--- config.mk ---
export PLATFORM = sky130hd
export DESIGN_NAME = fetch_sequencer
export DESIGN_NICKNAME = d
export VERILOG_FILES = /design/src/rtl/fetch_sequencer.sv
export SDC_FILE = /design/constraint.sdc
export NUM_CORES = 1
export LEC_CHECK = 0
export ABC_AREA = 0
export BUFFER_PORTS_ARGS = -buffer_cell sky130_fd_sc_hd__buf_2
export CAP_MARGIN = 40
export CORE_UTILIZATION = 29
export CTS_CLUSTER_DIAMETER = 40
export DETAILED_ROUTE_END_ITERATION = 10
export HOLD_SLACK_MARGIN = 0.12
export PLACE_DENSITY = 0.6
export SYNTH_ARGS = -nofsm -noshare
export SYNTH_HDL_FRONTEND = slang
export SYNTH_SLANG_ARGS = --single-unit
--- constraint.sdc ---
create_clock -name clk -period 4.1 [get_ports clk]
set_input_delay 0.82 -clock clk [delete_from_list [all_inputs] [get_ports clk]]
set_output_delay 0.82 -clock clk [all_outputs]
set_load 0.01 [all_outputs]
--- src/rtl/fetch_sequencer.sv ---
// fetch_sequencer: credit-based instruction fetch with PC, FIFO buffer, redirect/halt and end detection.
// Define FETCH_PERF_CNT_EN to add saturating perf_fetched/perf_flushed counters.
module fetch_sequencer #(
    parameter int ADDR_W     = 6,
    parameter int ROM_DEPTH  = 12,
    parameter int DATA_W     = 32,
    parameter int FIFO_DEPTH = 2
) (
    input  logic              clk,
    input  logic              rst_n,
    output logic              rom_en,
    output logic [ADDR_W-1:0] rom_addr,
    input  logic [DATA_W-1:0] rom_data,
    output logic              inst_valid,
    output logic [DATA_W-1:0] inst_data,
    output logic [ADDR_W-1:0] inst_pc,
    input  logic              inst_ready,
    input  logic              redirect_valid,
    input  logic [ADDR_W-1:0] redirect_addr,
    input  logic              halt,
`ifdef FETCH_PERF_CNT_EN
    output logic [15:0]       perf_fetched,
    output logic [15:0]       perf_flushed,
`endif
    output logic              done
);
    localparam int PW = $clog2(FIFO_DEPTH);
    localparam int CW = PW + 1;
    localparam logic [ADDR_W:0] END_PC = (ADDR_W+1)'(ROM_DEPTH);
    typedef enum logic [1:0] {FETCH, DRAIN, DONE} state_t;
    state_t state_q, state_d;
    logic [ADDR_W:0] pc_q, pc_d, pc_inc;
    logic rom_en_q;
    logic [ADDR_W-1:0] rom_addr_q;
    logic [DATA_W-1:0] data_q [FIFO_DEPTH];
    logic [ADDR_W-1:0] pcs_q [FIFO_DEPTH];
    logic [PW-1:0] rd_q, wr_q;
    logic [CW-1:0] cnt_q;
    logic pop, push, credit_ok, issue;
    assign pop       = inst_valid && inst_ready;
    // A word returning during a redirect is the killed in-flight read.
    assign push      = rom_en_q && !redirect_valid;
    assign credit_ok = ({1'b0, cnt_q} + (CW+1)'(rom_en_q) - (CW+1)'(pop)) < (CW+1)'(FIFO_DEPTH);
    assign issue     = (state_q == FETCH) && !halt && !redirect_valid && credit_ok;
    assign pc_inc    = pc_q + (ADDR_W+1)'(1);
    always_comb begin
        state_d = state_q;
        pc_d    = pc_q;
        if (redirect_valid) begin
            pc_d    = {1'b0, redirect_addr};
            state_d = ({1'b0, redirect_addr} < END_PC) ? FETCH : DRAIN;
        end else if (issue) begin
            pc_d    = pc_inc;
            state_d = (pc_inc >= END_PC) ? DRAIN : FETCH;
        end else if (state_q == DRAIN && cnt_q == '0 && !rom_en_q) begin
            state_d = DONE;
        end
    end
    always_ff @(posedge clk or negedge rst_n) begin
        if (!rst_n) begin
            state_q    <= FETCH;
            pc_q       <= '0;
            rom_en_q   <= 1'b0;
            rom_addr_q <= '0;
            rd_q       <= '0;
            wr_q       <= '0;
            cnt_q      <= '0;
            for (int i = 0; i < FIFO_DEPTH; i++) begin
                data_q[i] <= '0;
                pcs_q[i]  <= '0;
            end
        end else begin
            state_q    <= state_d;
            pc_q       <= pc_d;
            rom_en_q   <= issue;
            rom_addr_q <= issue ? pc_q[ADDR_W-1:0] : rom_addr_q;
            if (redirect_valid) begin
                rd_q  <= '0;
                wr_q  <= '0;
                cnt_q <= '0;
            end else begin
                if (push) begin
                    data_q[wr_q] <= rom_data;
                    pcs_q[wr_q]  <= rom_addr_q;
                    wr_q         <= wr_q + PW'(1);
                end
                if (pop) rd_q <= rd_q + PW'(1);
                cnt_q <= cnt_q + CW'(push) - CW'(pop);
            end
        end
    end
    assign rom_en     = rom_en_q;
    assign rom_addr   = rom_addr_q;
    assign inst_valid = cnt_q != '0;
    assign inst_data  = data_q[rd_q];
    assign inst_pc    = pcs_q[rd_q];
    assign done       = state_q == DONE;
    a_no_overflow: assert property (@(posedge clk) disable iff (!rst_n)
        !(push && !pop && cnt_q == CW'(FIFO_DEPTH)));
`ifdef FETCH_PERF_CNT_EN
    logic [15:0] fetched_q, flushed_q;
    logic [16:0] flush_sum;
    assign flush_sum = {1'b0, flushed_q} + 17'(cnt_q) - 17'(pop) + 17'(rom_en_q);
    always_ff @(posedge clk or negedge rst_n) begin
        if (!rst_n) begin
            fetched_q <= '0;
            flushed_q <= '0;
        end else begin
            if (pop && fetched_q != 16'hffff) fetched_q <= fetched_q + 16'd1;
            if (redirect_valid) flushed_q <= flush_sum[16] ? 16'hffff : flush_sum[15:0];
        end
    end
    assign perf_fetched = fetched_q;
    assign perf_flushed = flushed_q;
`endif
endmodule

# Word level (Yosys, flattened, before mapping)
# Cells that the tools add are included.
[op_classes]
magnitude_cmp = 6
n_bitwise = 3
add_sub_neg = 7
reduce_logical = 19
muxes = 24
n_eq_ne = 2
[ops]
columns = ["cell", "n"]
rows = [
  ["two-way mux 32 bit", 4],
  ["bitwise mux 64 bit", 1],
  ["demux 32 bit (select 1 bit)", 1],
  ["two-way mux 6 bit", 4],
  ["two-way mux 7 bit", 2],
  ["bitwise mux 12 bit", 1],
  ["logical AND 1 bit", 8],
  ["two-way mux 2 bit", 4],
  ["nonzero test 2 bit", 4],
  ["adder 7 x 1 -> 7 bit, second input constant", 1],
  [">= comparator 7 x 4 -> 1 bit, second input constant", 1],
  ["demux 6 bit (select 1 bit)", 1],
  ["< comparator 6 x 4 -> 1 bit, second input constant", 1],
  ["two-way mux 1 bit", 6],
  [">= comparator 2 bit, second input constant", 2],
  ["zero test 2 bit", 2],
  ["NOT 1 -> 2 bit", 2],
  ["adder 2 x 1 -> 3 bit", 1],
  ["zero test 1 bit", 3],
  ["< comparator 3 x 2 -> 1 bit, second input constant", 1],
  ["nonzero test 3 bit", 1],
  ["subtractor 3 x 1 -> 3 bit", 1],
  ["adder 1 bit, second input constant", 2],
  ["adder 2 x 1 -> 2 bit", 1],
  ["other kinds (6)", 6],
]
[word_totals]
in_bits = 43
out_inout_bits = 47
elab_cells = 72
regBits = 96

# Longest topological paths before layout
[logic_depth]
word_depth = 7
mapped_depth = 10
ltp_nobuf = 10

# Least setup slack after synthesis
# OpenSTA, ideal clock, no wires.
[synth_path]
path_type = "input to register"
start = "input port inst_ready"
end = "register pc_q[5]"
required_ns = 3.974
n_path_buf = 0
t_arrival_ns = 2.508
setup_ns = 0.126
path_stages = 8
slack_ns = 1.466
cell_sequence = "nand2_1 nor2_1 o21ai_0 fa_1 nor4b_4 a21oi_2 a21o_1 a221o_1"
[synth_between]
elab_chain_cells = 5
[synth_lines]
columns = ["item", "line", "text"]
rows = [
  ["start, declared", "17", "input logic inst_ready,"],
  ["logical AND 1 bit", "40", "assign pop = inst_valid && inst_ready;"],
  ["subtractor 3 x 1 -> 3 bit", "43", "assign credit_ok = ({1'b0, cnt_q} + (CW+1)'(rom_en_q) - (CW+1)'(pop)) < (CW+1)'(FIFO_DEPTH);"],
  ["< comparator 3 x 2 -> 1 bit", "43", ""],
  ["logical AND 1 bit", "44", "assign issue = (state_q == FETCH) && !halt && !redirect_valid && credit_ok;"],
  ["nonzero test 2 bit (no line)", "-", ""],
  ["end signal, assigned", "74", "pc_q <= pc_d;"],
  ["end, declared", "32", "logic [ADDR_W:0] pc_q, pc_d, pc_inc;"],
]
# No other way between the ends.
# A chain may end at the register's enable or synchronous reset.

# Worst setup path after layout
[layout_path]
start = "register cnt_q[1]"
end = "register pc_q[0]"
[layout_between]
elab_chain_cells = 6
word_cells_on_any_way = 7
cone_classes = "2 x add/sub; 1 x order compare; 4 x reduce/logical"
[layout_lines]
columns = ["item", "line", "text"]
rows = [
  ["start, declared", "38", "logic [CW-1:0] cnt_q;"],
  ["start signal, assigned", "88", "cnt_q <= cnt_q + CW'(push) - CW'(pop);"],
  ["branches (longest 2 deep; another with adder 2 x 1 -> 3 bit)", "-", ""],
  ["subtractor 3 x 1 -> 3 bit *", "43", ""],
  ["< comparator 3 x 2 -> 1 bit *", "43", ""],
  ["logical AND 1 bit *", "44", ""],
  ["net issue", "39", "logic pop, push, credit_ok, issue;"],
  ["nonzero test 2 bit (no line) *", "-", ""],
]
# Mark *: on every way through the listed nets, which the timed path passes.

==> impl_summary.log <==
INFO  metric grt-ovfl-total = 0
INFO  metric fin_setup_tns = 0 ns
INFO  metric num_antenna_cells = 0
INFO  metric antenna_found_initial = 0
INFO  metric holdWs = 0.399 ns
INFO  metric cts.sink_count = 96
INFO  metric post_cts.resized_instances = 0
INFO  metric path_cells = or2_2 -> nand2_1 -> nor2_1 -> o21ai_0 -> fa_1 -> xnor2_2 -> nand3_2 -> inv_2 -> xnor2_1 -> o21ai_1
INFO  metric synth_flop_cell = sky130_fd_sc_hd__dfrtp_1
INFO  metric slowest_delay = 0.48 ns
INFO  metric drtIter0Drc = 56
INFO  metric antenna_left = 0
INFO  metric synth.yosys.seq_area_share = 54.2%
INFO  metric maximum_fanout_count_along_the_critical_path = 13
INFO  metric worst_ep_arrival_time = 2.91 ns
INFO  metric die_height = 126 um
INFO  metric rows = 44
INFO  metric setup_repair_after_global_routing_missed_its_margin = false
INFO  metric grt_max_degree = 45
INFO  metric cp_slowest_cell = sky130_fd_sc_hd__dfrtp_1
INFO  metric cts_hold_buf = 0
INFO  metric setup_buffers_after_cts = 0
INFO  metric summed_instance_area_of_the_synthesized_netlist = 4430 um^2
INFO  metric vdd_ir_drop_max = 0.277 mV
INFO  metric multi_input_area = 1920 um^2
INFO  metric yosys_register_bits = 96
INFO  metric cts_max_level = 3
INFO  metric avg_inst_size_synth = 14.3 um^2
INFO  metric mostFrequentLayoutCell = sky130_fd_sc_hd__dfrtp_1
INFO  metric top_level_ports = 90
INFO  metric end_kind = flip-flop
INFO  metric synth_mux_area_share = 30.7%
INFO  metric root_buffer = sky130_fd_sc_hd__clkbuf_16
INFO  metric clock_pin_transition_on_the_worst_setup_and_hold_timing_paths = 0.07 ns
INFO  metric worstMarginPinSlew = 0.531 ns
INFO  metric cp_num_buf_inv = 1
INFO  metric final-setup-viol-count = 0
INFO  metric clock_skew = 0.00581 ns
INFO  metric drt_pass1_iterations = 7
INFO  metric syn_nets = 358
INFO  metric number_of_global_route_vias_before_repair = 3,035
INFO  metric critPathKind = reg -> reg
INFO  metric track_usage = 12.1%
INFO  metric hp-class = in -> async
INFO  metric outcome = finished, violations left
INFO  metric regArea = 2400 um^2
INFO  metric layout.cells.most_common_list = sky130_fd_sc_hd__dfrtp_1, sky130_fd_sc_hd__buf_2, sky130_fd_sc_hd__mux2_2
INFO  metric synth_compound_area_share = 3.75%
INFO  metric overall_via_count_from_detail_route = 2,777
INFO  metric pre_cts_ws = 1.11 ns
INFO  metric gpl.final_weighted_congestion = 0.819
INFO  metric yosys_warnings = 0
INFO  metric overall_power_of_the_completed_layout = 3.95 mW
INFO  metric finalMaxSlewViolations = 0
INFO  metric critical_path_data_required_time = 4.31 ns
INFO  metric maximum_clock_rate = 370 MHz
INFO  metric post_route_cells_drive_above_1_share = 50.0%
INFO  metric cts_tree = yes
INFO  metric ctsLongestPathBuffers = 2
INFO  metric routed_wl = 8.89 mm
INFO  metric number_of_buffers_added_by_the_clock_tree_synthesis_step = 9
INFO  metric dieArea = 15,800 um^2
INFO  metric grt_pass1_wl = 15.0 mm
INFO  metric viasPerCell = 4.72
INFO  metric power_density = 725 nW/um^2
INFO  metric filler_cell_count = 1,427
INFO  metric layout-area-overhead-vs-synth = 22.9%
INFO  metric buffer_ports.inserted = 89
INFO  metric synth_adder_area_share = 1.58%
INFO  metric synth_cell_type_count = 44
INFO  metric post-route-drc-count = 2
INFO  metric die_x = 126 um
INFO  metric synth_top_family_by_area = multiplexers
INFO  metric finalCritPeriodShare = 65.9%
INFO  metric synth-edff-count = 0
INFO  metric failing_checks = DRC
INFO  metric floorplan.initialDensity = 30.1%
INFO  metric critical-path-top-delay-family = simple AND/OR/NAND/NOR gates
INFO  metric cap_violations = 0
INFO  metric worst_skew_pair_later_pin_latency = 0.34 ns
INFO  metric parity_gate_share_of_the_synthesized_area_counting_xor_and_xnor_cells = 1.75%
INFO  metric leakage = 2.67 nW
INFO  metric dpl.hpwl = 6.15 mm
INFO  metric postSynthCellCount = 310
INFO  metric layout_setup_ws = 1.40 ns
INFO  metric fp.coreArea = 14,700 um^2
INFO  metric timing.critical_path.from_type = flip-flop
INFO  metric avgRoutedWirePerCell = 15.1 um
INFO  metric nNetsFinal = 448
INFO  metric post_layout_minimum_cycle_time = 2.70 ns
INFO  metric maxSlewHeadroom = 64.5%
INFO  metric finalHoldViolations = 0
INFO  metric async_s_r_ff_share_synth = 100%
INFO  metric ff2ff_setup_slack = 1.40 ns
INFO  metric synth_simple_gate_area_share = 5.51%
## per-stage QoR
step                cells  instance area (um^2)  utilization (%)
floorplan             310                  4430                -
global placement      570                  5060             34.4
CTS                   588                  5450             37.1
finish                588                  5450             37.1
global route          588                  5450             37.1
detailed placement    573                  5110             34.8
## where the power goes
part / leakage, nW / total, mW / internal (mW) / switching (mW)
Sequential: 1.24 / 1.57 / 1.31 / 0.257
Combinational: 1.27 / 1.43 / 0.805 / 0.621
Clock: 0.163 / 0.955 / 0.610 / 0.345
## sequential cells by signal (all words and copies together) (netlist names)
| name | count |
|---|---|
| cnt_q | 2 |
| data_q | 64 |
| pc_q | 7 |
| pcs_q | 12 |
| rd_q | 1 |
| rom_addr | 6 |
| rom_en | 1 |
| state_q | 2 |
| wr_q | 1 |
## path summary, 6_finish.rpt
| kind | from | end | cells past startpoint |
|---|---|---|---|
| max | cnt_q[1]$_DFF_PN0_ | pc_q[0]$_DFFE_PN0P_ | 10 |
| min | rst_n | data_q[34]$_DFFE_PN0P_ | 1 |
| max reg2reg | cnt_q[1]$_DFF_PN0_ | pc_q[0]$_DFFE_PN0P_ | 10 |
| min reg2reg | data_q[43]$_DFFE_PN0P_ | data_q[43]$_DFFE_PN0P_ | 1 |
| max in group asynchronous | rst_n | rom_addr[2]$_DFFE_PN0P_ | 2 |
| min in group clk | data_q[43]$_DFFE_PN0P_ | data_q[43]$_DFFE_PN0P_ | 1 |
## final cells by class
class	instances	share of cell area (%)
Sequential cell	96	44.1
Multi-Input combinational cell	194	35.3
Timing Repair Buffer	95	9.88
Clock buffer	12	4.52
Tap cell	184	4.23
Clock inverter	3	1.65
Inverter	4	0.276
## cells by family after synthesis
kind of cell / after synthesis
AND/OR/NAND/NOR: 40
adder cells (fa/ha/maj): 5
flip-flops: 96
XOR/XNOR: 8
AO/OA/AOI/OAI: 22
multiplexers: 119
buffers and inverters: 20
## Yosys cell counts (4+ instances only)
| cell | n | area (um^2) |
|---|---|---|
| sky130_fd_sc_hd__mux2_1 | 35 | 394 |
| sky130_fd_sc_hd__mux2_4 | 5 | 75.1 |
| sky130_fd_sc_hd__nand2_1 | 11 | 41.3 |
| sky130_fd_sc_hd__mux2_2 | 79 | 890 |
| sky130_fd_sc_hd__buf_2 | 6 | 30.0 |
| sky130_fd_sc_hd__clkbuf_1 | 4 | 15.0 |
| sky130_fd_sc_hd__nor2_1 | 6 | 22.5 |
| sky130_fd_sc_hd__ha_1 | 4 | 50.1 |
| sky130_fd_sc_hd__buf_4 | 4 | 30.0 |
| sky130_fd_sc_hd__o21ai_1 | 4 | 20.0 |
| sky130_fd_sc_hd__dfrtp_1 | 96 | 2400 |
| sky130_fd_sc_hd__xnor2_1 | 4 | 35.0 |
## metal layers
metal,vias to the layer above,global-route usage [%],share of wire [%]
met1,1428,14.5,44
met4,0,4.23,1.2
met3,8,3.99,5.3
li1,1288,-,-
met2,53,20.4,49
met5,-,0,0
Power figures use the tool's default switching activity.
